===== config.mk =====
export PLATFORM = sky130hd
export DESIGN_NAME = ddr_cmd_decoder
export DESIGN_NICKNAME = d
export VERILOG_FILES = /design/src/rtl/ddr_cmd_pkg.sv /design/src/rtl/ddr_bank_tracker.sv /design/src/rtl/ddr_cmd_decoder.sv
export SDC_FILE = /design/constraint.sdc
export NUM_CORES = 1
export LEC_CHECK = 0
export BUFFER_PORTS_ARGS = -buffer_cell sky130_fd_sc_hd__buf_2
export CORE_MARGIN = 5
export CORE_UTILIZATION = 50
export CTS_BUF_LIST = sky130_fd_sc_hd__clkbuf_4 sky130_fd_sc_hd__clkbuf_8
export CTS_CLUSTER_DIAMETER = 80
export DETAILED_ROUTE_END_ITERATION = 12
export HOLD_SLACK_MARGIN = 0.08
export PLACE_DENSITY_LB_ADDON = 0.08
export SLEW_MARGIN = 20
export SYNTH_ARGS = -nofsm -noshare
export SYNTH_HDL_FRONTEND = slang
export SYNTH_SLANG_ARGS = --single-unit

===== constraint.sdc =====
create_clock -name CK_t -period 2.7 [get_ports CK_t]
set_input_delay 0.405 -clock CK_t [delete_from_list [all_inputs] [get_ports CK_t]]
set_output_delay 0.405 -clock CK_t [all_outputs]
set_load 0.02 [all_outputs]

===== src/rtl/ddr_cmd_pkg.sv =====
// Shared types and helpers for the DDR4 command/address bus decoder.
package ddr_cmd_pkg;

    localparam int NUM_BANKS  = 16;
    localparam int ROW_W      = 14;
    localparam int COL_W      = 10;
    // Storage width for per-bank timing counters; holds any CNT_W up to 8.
    localparam int BANK_CNT_W = 8;

    typedef enum logic [3:0] {
        CMD_DES  = 4'd0,
        CMD_NOP  = 4'd1,
        CMD_ACT  = 4'd2,
        CMD_RD   = 4'd3,
        CMD_WR   = 4'd4,
        CMD_PRE  = 4'd5,
        CMD_PREA = 4'd6,
        CMD_REF  = 4'd7,
        CMD_MRS  = 4'd8,
        CMD_ZQC  = 4'd9,
        CMD_RFU  = 4'd10
    } ddr_cmd_e;

    // Lower numeric value wins when several apply (V_NONE means clean).
    typedef enum logic [2:0] {
        V_NONE     = 3'd0,
        V_RFU      = 3'd1,
        V_ACT_OPEN = 3'd2,
        V_TRP      = 3'd3,
        V_CLOSED   = 3'd4,
        V_TRCD     = 3'd5,
        V_TRAS     = 3'd6,
        V_REF_OPEN = 3'd7
    } ddr_viol_e;

    typedef struct packed {
        logic                  open;
        logic [ROW_W-1:0]      row;
        logic [BANK_CNT_W-1:0] rcd_cnt;
        logic [BANK_CNT_W-1:0] rp_cnt;
        logic [BANK_CNT_W-1:0] ras_cnt;
    } bank_state_t;

    // Down-count that sticks at zero.
    function automatic logic [BANK_CNT_W-1:0] sat_dec(input logic [BANK_CNT_W-1:0] cnt);
        return (cnt == '0) ? cnt : cnt - BANK_CNT_W'(1);
    endfunction

    // Command truth table for a selected, clock-enabled cycle.
    function automatic ddr_cmd_e decode_cmd(input logic act_n, input logic ras_n,
                                            input logic cas_n, input logic we_n,
                                            input logic a10);
        ddr_cmd_e c;
        if (!act_n) begin
            c = CMD_ACT;
        end else begin
            case ({ras_n, cas_n, we_n})
                3'b000:  c = CMD_MRS;
                3'b001:  c = CMD_REF;
                3'b010:  c = a10 ? CMD_PREA : CMD_PRE;
                3'b011:  c = CMD_RFU;
                3'b100:  c = CMD_WR;
                3'b101:  c = CMD_RD;
                3'b110:  c = CMD_ZQC;
                default: c = CMD_NOP;
            endcase
        end
        return c;
    endfunction

endpackage


===== src/rtl/ddr_bank_tracker.sv =====
// Per-bank state: open flag, open row and the tRCD/tRP/tRAS down-counters.
// Reports which timing windows have expired; the decoder judges legality.
module ddr_bank_tracker
    import ddr_cmd_pkg::*;
#(
    parameter int T_RCD = 11,
    parameter int T_RP  = 11,
    parameter int T_RAS = 28,
    parameter int CNT_W = 6
) (
    input  logic             i_clk,
    input  logic             i_rst_n,
    input  logic             i_act,
    input  logic             i_close,
    input  logic [ROW_W-1:0] i_row,
    output logic             o_open,
    output logic             o_rcd_ok,
    output logic             o_rp_ok,
    output logic             o_ras_ok
);

    // Reload values are one less than the constraint: the check looks at the
    // value before the edge, so N-1 reaches zero exactly N cycles later.
    localparam logic [CNT_W-1:0] RCD_LD = CNT_W'(T_RCD - 1);
    localparam logic [CNT_W-1:0] RP_LD  = CNT_W'(T_RP - 1);
    localparam logic [CNT_W-1:0] RAS_LD = CNT_W'(T_RAS - 1);

    bank_state_t r_state;
    bank_state_t w_next;

    // Next state: counters always run down; ACT/close override them.
    always_comb begin
        w_next         = r_state;
        w_next.rcd_cnt = sat_dec(r_state.rcd_cnt);
        w_next.rp_cnt  = sat_dec(r_state.rp_cnt);
        w_next.ras_cnt = sat_dec(r_state.ras_cnt);
        if (i_act) begin
            // A re-ACT of an open bank keeps the row it already holds.
            if (!r_state.open) begin
                w_next.row = i_row;
            end
            w_next.open    = 1'b1;
            w_next.rcd_cnt = BANK_CNT_W'(RCD_LD);
            w_next.ras_cnt = BANK_CNT_W'(RAS_LD);
        end else if (i_close) begin
            w_next.open   = 1'b0;
            w_next.rp_cnt = BANK_CNT_W'(RP_LD);
        end
    end

    // State register, cleared asynchronously.
    always_ff @(posedge i_clk or negedge i_rst_n) begin
        if (!i_rst_n) begin
            r_state <= '0;
        end else begin
            r_state <= w_next;
        end
    end

    assign o_open   = r_state.open;
    assign o_rcd_ok = (r_state.rcd_cnt == '0);
    assign o_rp_ok  = (r_state.rp_cnt == '0);
    assign o_ras_ok = (r_state.ras_cnt == '0);

endmodule


===== src/rtl/ddr_cmd_decoder.sv =====
// DRAM-side DDR4 command decoder: samples the CA pins, decodes the command
// one cycle later, tracks all bank states and flags timing violations.
module ddr_cmd_decoder
    import ddr_cmd_pkg::*;
#(
    parameter int T_RCD = 11,
    parameter int T_RP  = 11,
    parameter int T_RAS = 28,
    parameter int CNT_W = 6
) (
    input  logic        CK_t,
    input  logic        reset_n,
    input  logic        CKE,
    input  logic        cs_n,
    input  logic        act_n,
    input  logic        RAS_n_A16,
    input  logic        CAS_n_A15,
    input  logic        WE_n_A14,
    input  logic [1:0]  bg_addr,
    input  logic [1:0]  ba_addr,
    input  logic        A17,
    input  logic        A13,
    input  logic        A12_BC_n,
    input  logic        A11,
    input  logic        A10_AP,
    input  logic [9:0]  A9_A0,
    output logic        cmd_valid,
    output logic [3:0]  cmd_type,
    output logic [3:0]  cmd_bank,
    output logic [13:0] cmd_row,
    output logic [9:0]  cmd_col,
    output logic        cmd_ap,
    output logic        cmd_bc_n,
    output logic [15:0] bank_open,
    output logic        viol_valid,
    output logic [2:0]  viol_code
);

    // A17 carries no meaning for the commands decoded here.
    logic w_unused_a17;
    assign w_unused_a17 = A17;

    logic             r_cke, r_cs_n, r_act_n, r_ras_n, r_cas_n, r_we_n;
    logic [3:0]       r_bank;
    logic [ROW_W-1:0] r_addr;

    ddr_cmd_e  w_cmd;
    ddr_viol_e w_viol;
    logic      w_close_one;
    logic [NUM_BANKS-1:0] w_sel, w_act, w_close;
    logic [NUM_BANKS-1:0] w_open, w_rcd_ok, w_rp_ok, w_ras_ok;

    // Pin capture stage: every CA pin is registered on the rising edge.
    always_ff @(posedge CK_t or negedge reset_n) begin
        if (!reset_n) begin
            r_cke   <= 1'b0;
            r_cs_n  <= 1'b1;
            r_act_n <= 1'b1;
            r_ras_n <= 1'b1;
            r_cas_n <= 1'b1;
            r_we_n  <= 1'b1;
            r_bank  <= '0;
            r_addr  <= '0;
        end else begin
            r_cke   <= CKE;
            r_cs_n  <= cs_n;
            r_act_n <= act_n;
            r_ras_n <= RAS_n_A16;
            r_cas_n <= CAS_n_A15;
            r_we_n  <= WE_n_A14;
            r_bank  <= {bg_addr, ba_addr};
            r_addr  <= {A13, A12_BC_n, A11, A10_AP, A9_A0};
        end
    end

    // Decode and per-bank control: unselected or clock-gated cycles are DES.
    always_comb begin
        w_cmd = CMD_DES;
        if (r_cke && !r_cs_n) begin
            w_cmd = decode_cmd(r_act_n, r_ras_n, r_cas_n, r_we_n, r_addr[10]);
        end
        w_sel       = NUM_BANKS'(1) << r_bank;
        w_close_one = (w_cmd == CMD_PRE) ||
                      (((w_cmd == CMD_RD) || (w_cmd == CMD_WR)) && r_addr[10]);
        w_act       = w_sel & {NUM_BANKS{w_cmd == CMD_ACT}};
        w_close     = (w_cmd == CMD_PREA) ? '1 : (w_sel & {NUM_BANKS{w_close_one}});
    end

    // Legality against the bank state as it stood before this edge.
    always_comb begin
        w_viol = V_NONE;
        case (w_cmd)
            CMD_RFU: w_viol = V_RFU;
            CMD_ACT: begin
                if (w_open[r_bank])        w_viol = V_ACT_OPEN;
                else if (!w_rp_ok[r_bank]) w_viol = V_TRP;
            end
            CMD_RD, CMD_WR: begin
                if (!w_open[r_bank])        w_viol = V_CLOSED;
                else if (!w_rcd_ok[r_bank]) w_viol = V_TRCD;
            end
            CMD_PRE: begin
                if (w_open[r_bank] && !w_ras_ok[r_bank]) w_viol = V_TRAS;
            end
            CMD_PREA: begin
                if (|(w_open & ~w_ras_ok)) w_viol = V_TRAS;
            end
            CMD_REF: begin
                if (|w_open) w_viol = V_REF_OPEN;
            end
            default: w_viol = V_NONE;
        endcase
    end

    for (genvar g = 0; g < NUM_BANKS; g++) begin : g_bank
        ddr_bank_tracker #(
            .T_RCD (T_RCD),
            .T_RP  (T_RP),
            .T_RAS (T_RAS),
            .CNT_W (CNT_W)
        ) u_bank (
            .i_clk    (CK_t),
            .i_rst_n  (reset_n),
            .i_act    (w_act[g]),
            .i_close  (w_close[g]),
            .i_row    (r_addr),
            .o_open   (w_open[g]),
            .o_rcd_ok (w_rcd_ok[g]),
            .o_rp_ok  (w_rp_ok[g]),
            .o_ras_ok (w_ras_ok[g])
        );
    end

    assign bank_open = w_open;

    // Output stage: decoded command and violation, updated with bank state.
    always_ff @(posedge CK_t or negedge reset_n) begin
        if (!reset_n) begin
            cmd_valid  <= 1'b0;
            cmd_type   <= CMD_DES;
            cmd_bank   <= '0;
            cmd_row    <= '0;
            cmd_col    <= '0;
            cmd_ap     <= 1'b0;
            cmd_bc_n   <= 1'b0;
            viol_valid <= 1'b0;
            viol_code  <= V_NONE;
        end else begin
            cmd_valid  <= (w_cmd != CMD_DES) && (w_cmd != CMD_NOP);
            cmd_type   <= w_cmd;
            cmd_bank   <= r_bank;
            cmd_row    <= r_addr;
            cmd_col    <= r_addr[COL_W-1:0];
            cmd_ap     <= r_addr[10];
            cmd_bc_n   <= r_addr[12];
            viol_valid <= (w_viol != V_NONE);
            viol_code  <= w_viol;
        end
    end

endmodule


* After elaboration in Yosys (flattened, before gate mapping)
Cells that the tools add are included. Widths: inputs -> output; s select.
Storage, ports and cells: flip-flop bits (word level) 463, bits of input ports 27
Cells by class: add/subtract/negate cells 48, order comparisons 1, eq/ne operators 46, shifts and indexed selects 1, multiplexer cells 165, bitwise operators 4, reductions and logical operators 78
Operators with widths (number):
- $mux 8 | 112
- $logic_not 8->1 | 48
- $sub 8x1->8 const B | 48
- $ne 2x2->1 const B | 32
- $and 16x16->16 | 3
- $mux 1 | 36
- $reduce_bool 2->1 | 16
- $reduce_or 16->1 | 2
- $pmux 4 s7 | 1
- $pmux 3 s6 | 1
- $bmux 1 s4 | 4
- $eq 4x3->1 const B | 4
- $mux 16 | 1
- $not 16->16 | 1
- $shl 1x4->16 const A | 1
- $mux 3 | 5
- $eq 3x3->1 const B | 3
- $eq 4x2->1 const B | 2
- $mux 4 | 2
- $eq 3x2->1 const B | 2
- $mux 2 | 3
- $lt 4x5->1 const B | 1
- $eq 4x4->1 const B | 1
- $logic_and 1x1->1 | 4
- 8 further kinds | 10

* Logic depth before layout (Yosys ltp)
depth in word-level cells 12, gate-level depth with buffers 10, gate-level depth less buffers 9

* Cells and area by module
Synthesis repeated with hierarchy kept, for this count alone.
Second synthesis, totals: cells, all modules 2508, area total of the unflattened synthesis 24514.8 um2
By module, submodules not included:
- ddr_bank_tracker (g_bank[0].u_bank ...) | instances 14, cells an instance 142, area each 1366.3 um2, sequential area each 625.6 um2
- ddr_bank_tracker (g_bank[8].u_bank ...) | instances 2, cells an instance 141, area each 1363.8 um2, sequential area each 625.6 um2
- ddr_cmd_decoder | instances 1, cells an instance 238, area each 2658.8 um2, sequential area each 1282.5 um2

* Worst setup path after synthesis
OpenSTA, ideal clock, no wires.
path type flip-flop to flip-flop, from register g_bank[13].u_bank.r_state[8] in the netlist's numbering, to register viol_valid, data arrival time 2376 ps, setup slack 177 ps, cell stages (with the launch flop) 10, path buffers 0, period minus slack after synthesis 2523 ps, cell sequence dfrtp_1 > inv_1 > ha_1 > or3b_2 > nor3_1 > a222oi_1 > o211a_1 > o32ai_2 > o311a_1 > o2111ai_1
Between the ends: longest elaborated chain between the ends 7
Ends and longest elaborated chain:
- start, declared | RTL line ddr_bank_tracker.sv:28 | bank_state_t r_state;
- start signal, assigned | RTL line ddr_bank_tracker.sv:56 | r_state <= w_next;
- $logic_not 8->1 | RTL line ddr_bank_tracker.sv:62 | assign o_rp_ok = (r_state.rp_cnt == '0);
- $bmux 1 s4 | RTL line ddr_cmd_decoder.sv:96 | else if (!w_rp_ok[r_bank]) w_viol = V_TRP;
- $mux 1 (implied by the code) | RTL line ddr_cmd_decoder.sv:96
- $mux 2 | RTL line ddr_cmd_decoder.sv:96
- $mux 2 | RTL line ddr_cmd_decoder.sv:95 | if (w_open[r_bank]) w_viol = V_ACT_OPEN;
- $pmux 3 s6 | RTL line ddr_cmd_decoder.sv:92 | case (w_cmd)
- $reduce_bool 3->1 | RTL line ddr_cmd_decoder.sv:156 | viol_valid <= (w_viol != V_NONE);
- end signal, assigned | RTL line ddr_cmd_decoder.sv:156
- end, declared | RTL line ddr_cmd_decoder.sv:35 | output logic viol_valid,
Every way passes these cells. The select of a mux whose other input is x is not followed. A chain may end at the register's enable or synchronous reset.

* Worst setup path after layout
from register g_bank[1].u_bank.r_state[0] in the netlist's numbering, to register viol_valid
Between the ends: longest elaborated chain between the ends 8, elaborated cells on any way between the ends 12, those cells by class 5 x mux; 2 x bitwise; 5 x reduce/logical
Ends and longest elaborated chain:
- start, declared | RTL line ddr_bank_tracker.sv:28
- start signal, assigned | RTL line ddr_bank_tracker.sv:56
- $logic_not 8->1 * | RTL line ddr_bank_tracker.sv:63 | assign o_ras_ok = (r_state.ras_cnt == '0);
- $bmux 1 s4 | RTL line ddr_cmd_decoder.sv:103 | if (w_open[r_bank] && !w_ras_ok[r_bank]) w_viol = V_TRAS;
- $mux 1 (implied by the code) | RTL line ddr_cmd_decoder.sv:103
- $logic_not 1->1 | RTL line ddr_cmd_decoder.sv:103
- $logic_and 1x1->1 | RTL line ddr_cmd_decoder.sv:103
- $mux 3 | RTL line ddr_cmd_decoder.sv:103
- $pmux 3 s6 * | RTL line ddr_cmd_decoder.sv:92
- $reduce_bool 3->1 * | RTL line ddr_cmd_decoder.sv:156
Mark *: on every way between the ends. The rest lies on a longest branch, timed or not. The select of a mux whose other input is x is not followed.

==> results.md <==
- Status: finished clean
- Antenna violations before repair: 2
- Critical path peak fanout: 3
- Critical Path RT: 3190 ps
- Sequential fraction of the synthesis area: 51.6%
- Placed Area: 23,400 sq um
- RSZ-0062 raised after global routing: true
- Peak Freq: 387 MHz
- Final worst slack: 119 ps
- Flops & latches, synth: 451
- Synthesis-to-layout area growth: 15.2%
- Vias in the first global route: 16,175
- Core area: 43,200 sq um
- Logic pwr share: 34.2%
- Worst relative slew slack: 54.2%
- Avg Cell Area, Syn: 9.77 sq um
- Setup CP Type: reg2reg
- Syn_nets: 2,332
- Routed via count: 16,212
- Arr. time, crit path: 3070 ps
- Final Setup Violations: 0
- Clock sinks: 451
- Slew Viols, Final: 0
- Number of port buffers: 80
- Hold WC Path Type: in2async
- CTS tree: built
- CP cell instances: inv_1 -> ha_1 -> or4b_4 -> o41ai_2 -> buf_4 -> o2111ai_4 -> nor3_2 -> a31oi_1 -> a311oi_2 -> o2111ai_1
- Post-synth EDFFs: 0
- DR vias/cell: 5.26
- Die Span X: 219 um
- Die height: 219 um
- # DRC: 0
- Starting density of the core: 50.7%
- Io pins: 82
- Skew final: 27.0 ps
- Clk buf depth: 3
- Sw Pwr: 10.5 mW
- Die area: 48,100 sq um
- Synth warn: 0
- Top cell type's share of synthesized area: 51.0%
- Fin util: 58.4%
- Largest cells by area after synthesis: dfrtp_1 (51%), xnor2_1 (7.1%), nor2_1 (6.2%), nand2_1 (5.2%), ha_1 (3.7%)
- Crit end category: flip-flop
- Peak VDD IR: 559 uV
- H-tree Lvls: 3
- Wire per inst: 15.8 um
- ANT nets after route: 0
- Worst-Skew Late Latency: 640 ps
- CP max stage cell: or4b_4
- Final HPWL DP: 34.8 mm
- GPL Wtd Cong: 0.923
- Finished Cell Area: 25,200 sq um
- Post-Place Setup Slack: -88.9 ps
- Rows: 76
- Power per Cell Area: 1130 nW/um^2
- Global Route Usage Sum: 21.0%
- Pre-Repair DR Iteration Count: 5
- CP startpoint kind: flip-flop
- Initial DRC count: 1,071
- Internal Power: 18.0 mW
- Power Total: 28.6 mW
- Clock power frac: 21.2%
- Largest net degree at the start of global routing: 75
- Sw Ratio: 36.8%
- Grt ovf: 0
- Min cycle time layout: 2580 ps
- Netlist cell types: 81
- Least-Margin Pin Slew: 686 ps
- Hold Violations, Final: 0
- Layout Nets: 2,544
- MaxCap Viol Count: 0
- Post-synthesis cell count: 2,241
- WL final: 48.5 mm
- Clk pin slew, worst setup/hold paths: 70 ps
- Mapped cell area: 21,900 sq um
- Main flop type after synthesis: dfrtp_1
- Layout cells sized above 1: 14.0%
- Clock Tree Root: clkbuf_8
- Post-synthesis async set-or-reset flop share: 100%
- First-pass GRT wire length: 82.1 mm
- Worst path max stage delay: 470 ps
- Fin crit share: 95.6%
- Fill cell count: 3,822
- Dominant cell type by area after synthesis: dfrtp_1
- Flop pwr share: 44.6%
- Inserted Clock Buffers: 78
- Static Leak: 11.5 nW
## cells in the final DEF, fill, tap and decap left out, drive strengths merged, types with 11 or more instances in the layout
cell	n
a21oi	66
ha	64
nand2	302
nor2	359
nand2b	42
inv	105
xor2	88
clkbuf	115
nor4b	23
xnor2	177
buf	171
nor4	75
nand3	43
dfrtp	446
nor3b	11
and2	14
nor3	68
o21ai	59
nor2b	16
o211ai	17
nand3b	15
dlygate4sd3	25
or4	18
or3	35
## power groups by stage
stage	logic [mW]	clock network [mW]	registers (mW)
global route	11.3	6.60	13.2
detailed placement	9.76	0	12.7
floorplan	7.94	0	12.1
global placement	9.35	0	12.6
finish	9.76	6.06	12.7
CTS	9.84	6.29	12.7
## layout make-up
type / count / area (sq um) / share of cell area [%]
clock buffers: 115 / 1450 / 5.75
flip-flops and latches: 451 / 11300 / 44.8
clock inverters: 6 / 32.5 / 0.129
multi-input cells: 1621 / 9910 / 39.3
repair buffers: 196 / 1410 / 5.58
diodes: 1 / 2.50 / 0.00992
well taps: 585 / 732 / 2.90
inverters: 105 / 394 / 1.56
## metal layers
| metal | up-vias | wire length (um) | track usage, % |
|---|---|---|---|
| met1 | 7890 | 23700 | 30.5 |
| met4 | 0 | 1200 | 6.30 |
| met3 | 103 | 2090 | 4.07 |
| met5 | - | 0 | 0 |
| met2 | 282 | 21500 | 32.2 |
| li1 | 7937 | - | - |
## kinds of logic after synthesis
group	count (synthesis)	share of synthesized area, %
AND/OR/NAND/NOR	1059	23.3
adder cells (fa/ha/maj)	64	3.66
flip-flops	451	51.6
AO/OA/AOI/OAI	212	6.12
multiplexers	21	1.18
buffers and inverters	169	3.62
XOR/XNOR	265	10.6
## state kept, by name (all words and copies together), names as in the netlist
signal and count:
r_cs_n 1, cmd_type 4, r_act_n 1, r_cas_n 1, r_ras_n 1, r_bank 4, r_cke 1, cmd_row 5
r_addr 14, g_bank.u_bank.r_state 384, cmd_valid 1, cmd_bank 4, viol_valid 1, viol_code 3, g_bank.u_bank.o_open 16, cmd_col 9
r_we_n 1
## synth_stat cells (all sizes together), types with 4 or more instances
cell type / number
o31ai: 9
o41ai: 4
nor4: 75
nor3b: 11
or4: 18
ha: 64
nand4b: 4
o21ai: 59
o211ai: 17
dfstp: 5
nor2b: 16
clkbuf: 29
xor2: 88
inv: 105
a22oi: 5
mux2i: 10
nand2: 302
or3: 35
nand4: 10
nand2b: 42
or2: 4
buf: 34
dfrtp: 446
xnor2: 177
a22o: 4
and3: 7
nor4b: 23
nor2: 359
a222oi: 4
a21o: 4
a21oi: 66
nand3: 43
o21a: 10
nor3: 68
mux2: 8
or4b: 5
nand3b: 15
and2: 14
## per-stage QoR
stage          instances  setup TNS [ps]  hold slack [ps]
2_1_floorplan       2241               0              109
3_3_place_gp        2932            -102              331
3_5_place_dp        2932            -179              336
4_1_cts             3078               0              258
5_1_grt             3080           -69.2              300
6_report            3080               0              293
## worst paths after layout
kind                                             start                             to  slack [ps]  cells after the start
min in group CK_t                           r_addr[13]                    cmd_row[13]         350                      0
max in group asynchronous                      reset_n  g_bank[12].u_bank.r_state[16]        1580                      3
max                        g_bank[1].u_bank.r_state[0]                     viol_valid         120                     10
max reg2reg                g_bank[1].u_bank.r_state[0]                     viol_valid         120                     10
min reg2reg                                 r_addr[13]                    cmd_row[13]         350                      0
min                                            reset_n                     cmd_col[3]         290                      2
## worst max-delay path: cells and delay by family, from the launching register on
kind / cells / cell delay, ps
buffers and inverters: 2 / 240
AND/OR/NAND/NOR: 2 / 710
flip-flops: 1 / 380
adder cells (fa/ha/maj): 1 / 150
AO/OA/AOI/OAI: 5 / 980
## repair_timing
action,4_1_cts,5_1_grt
pin swaps,3,3
endpoints found under the setup margin,3,4
endpoints found under the hold margin,69,0
buffers inserted,0,1
gates resized for setup,2,15
hold buffers,25,0
(Power assumes the default switching activity.)
